[config.mk]
export PLATFORM = sky130hd
export DESIGN_NAME = vminmax_red_ctrl
export DESIGN_NICKNAME = d
export VERILOG_FILES = /design/src/rtl/vminmax_pkg.sv /design/src/rtl/vminmax_red_ctrl_lane_op.sv /design/src/rtl/vminmax_red_ctrl.sv
export SDC_FILE = /design/constraint.sdc
export NUM_CORES = 1
export LEC_CHECK = 0
export ABC_AREA = 1
export CAP_MARGIN = 20
export CORE_MARGIN = 8
export CORE_UTILIZATION = 40
export CTS_CLUSTER_SIZE = 24
export DETAILED_ROUTE_END_ITERATION = 8
export PLACE_DENSITY = 0.56
export SLEW_MARGIN = 20
export SYNTH_ARGS = -nofsm -noshare
export SYNTH_HDL_FRONTEND = slang
export SYNTH_SLANG_ARGS = --single-unit
[constraint.sdc]
create_clock -name clk -period 4.95 [get_ports clk]
set_clock_uncertainty 0.05 [all_clocks]
set_input_delay 0.99 -clock clk [delete_from_list [all_inputs] [get_ports clk]]
set_output_delay 0.99 -clock clk [all_outputs]
set_load 0.01 [all_outputs]
[src/rtl/vminmax_pkg.sv]
// Shared definitions for the vector min/max reduction sequencer.
//   - SEW codes (element width) and op-bit positions
//   - FSM state enum
//   - identity(): 64-bit replicated identity pattern for an (op, sew) pair
//   - sew_mask(): low-bit mask covering one element at a given SEW
package vminmax_pkg;

  localparam logic [1:0] SEW8  = 2'd0;
  localparam logic [1:0] SEW16 = 2'd1;
  localparam logic [1:0] SEW32 = 2'd2;
  localparam logic [1:0] SEW64 = 2'd3;

  // Bit positions inside the 2-bit op code.
  localparam int OP_MAX    = 0;
  localparam int OP_SIGNED = 1;

  typedef enum logic [1:0] {
    IDLE  = 2'd0,
    ACCUM = 2'd1,
    FOLD  = 2'd2,
    DONE  = 2'd3
  } state_t;

  // Identity element replicated across every element slot of a 64-bit beat.
  function automatic logic [63:0] identity(input logic [1:0] op, input logic [1:0] sew);
    logic [63:0] msb;
    logic [63:0] id;
    case (sew)
      SEW8:    msb = {8{8'h80}};
      SEW16:   msb = {4{16'h8000}};
      SEW32:   msb = {2{32'h8000_0000}};
      default: msb = 64'h8000_0000_0000_0000;
    endcase
    case ({op[OP_SIGNED], op[OP_MAX]})
      2'b00:   id = '1;    // minu
      2'b01:   id = '0;    // maxu
      2'b10:   id = ~msb;  // min: 0x7F..
      default: id = msb;   // max: 0x80..
    endcase
    return id;
  endfunction

  function automatic logic [63:0] sew_mask(input logic [1:0] sew);
    logic [63:0] m;
    case (sew)
      SEW8:    m = 64'h0000_0000_0000_00FF;
      SEW16:   m = 64'h0000_0000_0000_FFFF;
      SEW32:   m = 64'h0000_0000_FFFF_FFFF;
      default: m = '1;
    endcase
    return m;
  endfunction

endpackage

[src/rtl/vminmax_red_ctrl_lane_op.sv]
// Combinational lane-wise min/max at runtime element width.
//   i_a, i_b : 64-bit operands, packed little-endian elements
//   i_sew    : element width code (0=8b .. 3=64b)
//   i_op     : bit0 max/min, bit1 signed/unsigned
//   o_y      : per-element op(a,b); ties return a
// All four widths are computed in parallel and the result is picked by i_sew.
module vminmax_lane_op
  import vminmax_pkg::*;
(
  input  logic [63:0] i_a,
  input  logic [63:0] i_b,
  input  logic [1:0]  i_sew,
  input  logic [1:0]  i_op,
  output logic [63:0] o_y
);

  logic [255:0] w_res;

  for (genvar g = 0; g < 4; g++) begin : g_sew
    localparam int EW = 8 << g;
    for (genvar i = 0; i < 64 / EW; i++) begin : g_el
      logic [EW-1:0] w_ea;
      logic [EW-1:0] w_eb;
      logic          w_xa;
      logic          w_xb;
      logic          w_pick_b;
      assign w_ea = i_a[i*EW +: EW];
      assign w_eb = i_b[i*EW +: EW];
      // One extra top bit makes a single signed compare serve both signednesses.
      assign w_xa = i_op[OP_SIGNED] & w_ea[EW-1];
      assign w_xb = i_op[OP_SIGNED] & w_eb[EW-1];
      assign w_pick_b = i_op[OP_MAX] ? ($signed({w_xb, w_eb}) > $signed({w_xa, w_ea}))
                                     : ($signed({w_xb, w_eb}) < $signed({w_xa, w_ea}));
      assign w_res[g*64 + i*EW +: EW] = w_pick_b ? w_eb : w_ea;
    end
  end

  always_comb begin
    o_y = w_res[63:0];
    case (i_sew)
      SEW8:    o_y = w_res[63:0];
      SEW16:   o_y = w_res[127:64];
      SEW32:   o_y = w_res[191:128];
      default: o_y = w_res[255:192];
    endcase
  end

endmodule

[src/rtl/vminmax_red_ctrl.sv]
// Vector min/max reduction sequencer (vredminu/vredmin/vredmaxu/vredmax).
// Ports:
//   clk, rst             : clock, synchronous active-high reset
//   in_valid/in_ready    : beat handshake; in_data, in_first, in_last
//   in_sew/in_op/in_scalar : sampled on the first beat
//   in_mask              : per-byte-lane element mask (only with VMINMAX_RED_MASK_EN)
//   out_valid/out_ready  : result handshake; out_data zero-extended from SEW
//   busy                 : state != IDLE
//   dbg_state            : current FSM state
// Handshake: a transfer happens on a rising edge where valid && ready are both
// high; the producer holds its payload until then, and out_data/out_valid stay
// stable while out_ready is low.
// Optional feature macro: VMINMAX_RED_MASK_EN (masked elements become identity).
module vminmax_red_ctrl
  import vminmax_pkg::*;
#(
  parameter int REQ_DATA_WIDTH  = 64,
  parameter int RESP_DATA_WIDTH = 64,
  parameter int SEW_WIDTH       = 2,
  parameter int MASK_WIDTH      = 8
) (
  input  logic                       clk,
  input  logic                       rst,
  input  logic                       in_valid,
  output logic                       in_ready,
  input  logic [REQ_DATA_WIDTH-1:0]  in_data,
  input  logic                       in_first,
  input  logic                       in_last,
  input  logic [SEW_WIDTH-1:0]       in_sew,
  input  logic [1:0]                 in_op,
  input  logic [REQ_DATA_WIDTH-1:0]  in_scalar,
`ifdef VMINMAX_RED_MASK_EN
  input  logic [MASK_WIDTH-1:0]      in_mask,
`endif
  output logic                       out_valid,
  input  logic                       out_ready,
  output logic [RESP_DATA_WIDTH-1:0] out_data,
  output logic                       busy,
  output state_t                     dbg_state
);

  state_t                      r_state;
  logic [SEW_WIDTH-1:0]        r_sew;
  logic [1:0]                  r_op;
  logic [REQ_DATA_WIDTH-1:0]   r_scalar;
  logic [REQ_DATA_WIDTH-1:0]   r_acc;
  logic [REQ_DATA_WIDTH-1:0]   r_res;
  logic [2:0]                  r_step;
  logic                        r_in_ready;
  logic                        r_out_valid;
  logic [RESP_DATA_WIDTH-1:0]  r_out_data;
  logic                        r_busy;

  logic                        w_beat_fire;
  logic [REQ_DATA_WIDTH-1:0]   w_beat;
  logic [2:0]                  w_fold_n;
  logic [63:0]                 w_op_b;
  logic [63:0]                 w_op_y;

  assign w_beat_fire = in_valid && r_in_ready;
  assign w_fold_n    = 3'd3 - {1'b0, r_sew};

`ifdef VMINMAX_RED_MASK_EN
  // On a first beat the new sew/op apply, otherwise the latched ones.
  logic [1:0]  w_beat_sew;
  logic [1:0]  w_beat_op;
  logic [63:0] w_ident;
  logic [2:0]  w_bsel;
  assign w_beat_sew = in_first ? in_sew : r_sew;
  assign w_beat_op  = in_first ? in_op  : r_op;
  assign w_ident    = identity(w_beat_op, w_beat_sew);

  // Each byte takes the mask bit of its element's lowest byte lane.
  always_comb begin
    w_beat = in_data;
    w_bsel = 3'd0;
    for (int j = 0; j < 8; j++) begin
      case (w_beat_sew)
        SEW8:    w_bsel = 3'(j);
        SEW16:   w_bsel = 3'(j) & 3'b110;
        SEW32:   w_bsel = 3'(j) & 3'b100;
        default: w_bsel = 3'd0;
      endcase
      w_beat[j*8 +: 8] = in_mask[w_bsel] ? in_data[j*8 +: 8] : w_ident[j*8 +: 8];
    end
  end
`else
  assign w_beat = in_data;
`endif

  // Operand b of the shared lane op: the beat while accumulating, the upper
  // half of the active width while folding, then the scalar seed.
  always_comb begin
    w_op_b = w_beat;
    if (r_state == FOLD) begin
      if (r_step < w_fold_n) begin
        case (r_step)
          3'd0:    w_op_b = {32'b0, r_acc[63:32]};
          3'd1:    w_op_b = {16'b0, r_acc[63:16]};
          default: w_op_b = {8'b0,  r_acc[63:8]};
        endcase
      end else begin
        w_op_b = r_scalar;
      end
    end
  end

  vminmax_lane_op u_lane_op (
    .i_a   (r_acc),
    .i_b   (w_op_b),
    .i_sew (r_sew),
    .i_op  (r_op),
    .o_y   (w_op_y)
  );

  always_ff @(posedge clk) begin
    if (rst) begin
      r_state     <= IDLE;
      r_sew       <= '0;
      r_op        <= '0;
      r_scalar    <= '0;
      r_acc       <= '0;
      r_res       <= '0;
      r_step      <= '0;
      r_in_ready  <= 1'b1;
      r_out_valid <= 1'b0;
      r_out_data  <= '0;
      r_busy      <= 1'b0;
    end else begin
      case (r_state)
        IDLE, ACCUM: begin
          if (w_beat_fire) begin
            if (in_first) begin
              r_sew    <= in_sew;
              r_op     <= in_op;
              r_scalar <= in_scalar;
              r_acc    <= w_beat;
            end else if (r_state == ACCUM) begin
              r_acc <= w_op_y;
            end
            // A non-first beat in IDLE is dropped without any state change.
            if (in_first || (r_state == ACCUM)) begin
              r_step <= '0;
              r_busy <= 1'b1;
              if (in_last) begin
                r_state    <= FOLD;
                r_in_ready <= 1'b0;
              end else begin
                r_state <= ACCUM;
              end
            end
          end
        end
        FOLD: begin
          r_step <= r_step + 3'd1;
          if (r_step < w_fold_n) begin
            r_acc <= w_op_y;
          end else if (r_step == w_fold_n) begin
            r_res <= w_op_y & sew_mask(r_sew);
          end else begin
            // Output register stage: result becomes visible here.
            r_state     <= DONE;
            r_out_valid <= 1'b1;
            r_out_data  <= r_res;
          end
        end
        DONE: begin
          if (out_ready) begin
            r_state     <= IDLE;
            r_out_valid <= 1'b0;
            r_in_ready  <= 1'b1;
            r_busy      <= 1'b0;
          end
        end
        default: r_state <= IDLE;
      endcase
    end
  end

  assign in_ready  = r_in_ready;
  assign out_valid = r_out_valid;
  assign out_data  = r_out_data;
  assign busy      = r_busy;
  assign dbg_state = r_state;

endmodule

==> flow_summary.ini <==
[run_status]
status = finished, final reports clean

[clocking]
htree_levels = 2
clk_path_buf_depth = 3
numCtsBuffers = 34
clk_pin_slew_ps = 60
clock-sinks = 268
hold_buffers = 0
post_cts_buffers = 0
cts_root_buffer = clkbuf_16
cts_tree = done
clk_latency_ps = 560

[worst_setup_path]
path_class = flip-flop to flip-flop
crit-reg2reg-launch = r_step[1]
cp_max_fo = 41
worstSetupStartpoint = r_step[1]
r2r-end = r_res[12]
cp.arrival_ps = 5080
cp-start-kind = flip-flop
critPathMaxStageDelay_ps = 410
rrSetupSlack_ps = 210
crit_top_cell = nand2_1
cp-end-kind = flip-flop
critPathCapture = r_res[12]
reg2reg_depth = 25
worstPathRequired_ps = 5290
slowest_stage = a211oi_1

[timing]
final.setup.worst_slack_ps = 208
rsz0062_at_grt = no
min_period_ps = 4740
slew_viol_final = 0
worst_slew_pin_slew_ps = 1070
max_freq_mhz = 211
fin_tns_setup_ps = 0
fin_crit_sh = 0.958
final-setup-viol-count = 0
hold_violations = 0
slew-limit-headroom = 0.285

[layout]
syn2layout_area_growth_pct = 20.3
antenna_cells = 0
drive_above_1_share = 0.0858
final_area_um2 = 22900
fin_nets = 3467

[die]
initial_core_util = 0.402
ios = 207
die_y_um = 234
die_area_um2 = 54900
fp.dieW_um = 234
core_um2 = 47400
fp-row-count = 80

[routing]
routedWlPerCell_um = 21.7
route.met2.wl_um = 39900
vias = 22000
firstDrtPassIters = 8
drtAntennaViolNets = 0
met3_length_um = 5920
highest_layer = met4
vias_per_cell = 5.67
wl_met1_um = 33400
drt-initial-drc-count = 2144
remaining_drc_errors = 0
routed_wl_um = 84200

[yosys]
yosys.area_share.simple = 0.383
synthCells = 3110
synthXorXnorAreaFrac = 0.000918
synth_compound_area_frac = 0.180
synthFlopType = dfxtp_1
yosys.area_share.adder = 0.0551
syn_nets = 3332
synthDistinctLibCells = 45
synth_edf_count = 0
muxShareOfSynthArea = 0
synth_sequential_area_ratio = 0.281
async_reset_ff_frac = 0
netlist_area_um2 = 19100
synth.avg_cell_area_um2 = 6.13
ys_ff_latch = 268
synth_top_family_by_area = simple AND/OR/NAND/NOR gates
ys_warn_count = 0

[global_route]
grt_usage = 0.296
grt_pass1_vias = 21000
gr-total-overflow = 0
grt_pass1_wl_um = 125000
grt_max_degree = 81
antenna_found_initial = 0

[run]
drv_cap = 0

[placement]
place_ws_ps = 220
hpwl_um = 60300
io_buffers = 206
placed_cell_area_um2 = 21800
place.gp.congestion = 0.975

[pwr]
leakagePower_nw = 9.85
peakVddDrop_mv = 0.215
power_density_nw_per_um2 = 431

[worst_hold_path]
min-delay-start = out_data[19]
hold_class = flip-flop to flip-flop
[placed cells by master (no fill, tap or decap), types with 3 or more instances in the layout]
| cell type | n |
|---|---|
| dfxtp_1 | 267 |
| o22ai_1 | 69 |
| nand2_2 | 9 |
| inv_2 | 20 |
| o21ai_1 | 26 |
| nand3_2 | 62 |
| inv_1 | 231 |
| clkdlybuf4s50_1 | 205 |
| clkbuf_16 | 36 |
| buf_12 | 13 |
| nand2_1 | 803 |
| nand2_4 | 3 |
| a21oi_1 | 293 |
| a21oi_2 | 6 |
| a21o_1 | 4 |
| nor2_2 | 5 |
| nor3_1 | 6 |
| a31o_2 | 5 |
| clkbuf_8 | 4 |
| clkbuf_1 | 9 |
| inv_4 | 3 |
| nand4_1 | 11 |
| a31oi_1 | 11 |
| clkinv_1 | 3 |
| or2_2 | 14 |
| ha_1 | 84 |
| nor2_4 | 5 |
| buf_4 | 72 |
| clkinv_2 | 5 |
| o211ai_1 | 24 |
| o21ai_2 | 5 |
| a22oi_1 | 8 |
| a211oi_1 | 24 |
| o21ai_0 | 135 |
| nand3_1 | 328 |
| nor2_1 | 431 |
[critical path: cells and delay by family, from the launching register on]
family / cells / cell delay, ps
AND/OR/NAND/NOR: 16 / 2190
adder cells (fa/ha/maj): 2 / 520
buffers and inverters: 4 / 740
flip-flops: 1 / 400
AO/OA/AOI/OAI: 3 / 630
[logic make-up after synthesis]
logic type / Yosys count
buf+inv: 452
flops: 268
simple gates: 1687
compound gates: 617
fa+ha+maj: 84
xor+xnor: 2
[sequential cells by signal, indices dropped and copies added (netlist names)]
| name | flops |
|---|---|
| dbg_state | 2 |
| out_valid | 1 |
| r_sew | 2 |
| r_scalar | 64 |
| r_res | 64 |
| r_acc | 64 |
| out_data | 64 |
| in_ready | 1 |
| busy | 1 |
| r_op | 2 |
| r_step | 3 |
[layout make-up]
type                       instances  area (um^2)
timing repair buffer             292         2890
clock buffer                      48          965
inverter                         259          982
fill                            5042        24500
multi-input combinational       2390        11900
clock inverter                     7         92.6
tap                              615          769
sequential                       268         5370
[routing by layer]
| layer | vias up | GRT usage |
|---|---|---|
| li1 | 10500 | - |
| met1 | 10300 | 0.356 |
| met2 | 972 | 0.497 |
| met3 | 229 | 0.0466 |
| met4 | 0 | 0.172 |
| met5 | - | 0 |
[timing repair]
action,CTS,global route
gates resized for setup,0,11
hold endpoints to repair,0,0
endpoints found under the setup margin,0,65
[where the power goes]
part           internal (mW)  switching [mW]  total (mW)  leakage [nW]
clock network           1.46            1.01        2.47         0.519
registers               2.33           0.189        2.52          2.18
logic                   1.61            3.28        4.89          7.15
total                   5.40            4.48        9.88          9.85
[stage by stage]
stage	hold slack [ps]	power (mW)	util	cells
global route	426	10.5	0.484	3879
global placement	399	7.27	0.460	3823
detailed placement	403	7.32	0.460	3823
floorplan	396	5.81	-	3110
finish	410	9.88	0.484	3879
CTS	412	9.81	0.482	3878
[synthesized netlist by cell type (2+ instances only)]
cell        n  area (um^2)
a211oi_1   25          188
a21o_1      4         30.0
a21oi_1   293         1470
a21oi_2     6         52.6
a22oi_1     8         60.1
a31o_2      5         43.8
a31oi_1    11         68.8
and2_1      2         12.5
buf_1      20         75.1
buf_2      58          290
buf_4       2         15.0
buf_6      18          203
clkbuf_1   95          357
clkinv_1    3         11.3
dfxtp_1   268         5370
ha_1       84         1050
inv_1     233          875
inv_2      23         86.3
nand2_1   807         3030
nand2_2     7         43.8
nand2_4     3         33.8
nand3_1   331         1660
nand3_2    60          601
nand4_1    11         68.8
nor2_1    433         1630
nor2_2      5         31.3
nor2_4      3         33.8
nor3_1      6         30.0
o211ai_1   24          180
o21a_1      2         15.0
o21ai_0   135          676
o21ai_1    26          130
o21ai_2     5         43.8
o221ai_1    2         17.5
o22ai_1    69          432
or2_2      14         87.6
[how the worst min path moves through the flow]
stage | to | slack (ps) | cells after the start
final | out_data[19] | 410 | 2
after global routing | out_data[31] | 430 | 2
after CTS | out_data[31] | 410 | 2
after detailed placement | out_data[31] | 400 | 2
after global placement | out_data[21] | 400 | 2
after floorplan | r_res[10] | 400 | 2
Note: power is estimated with default switching activity, not from simulation.
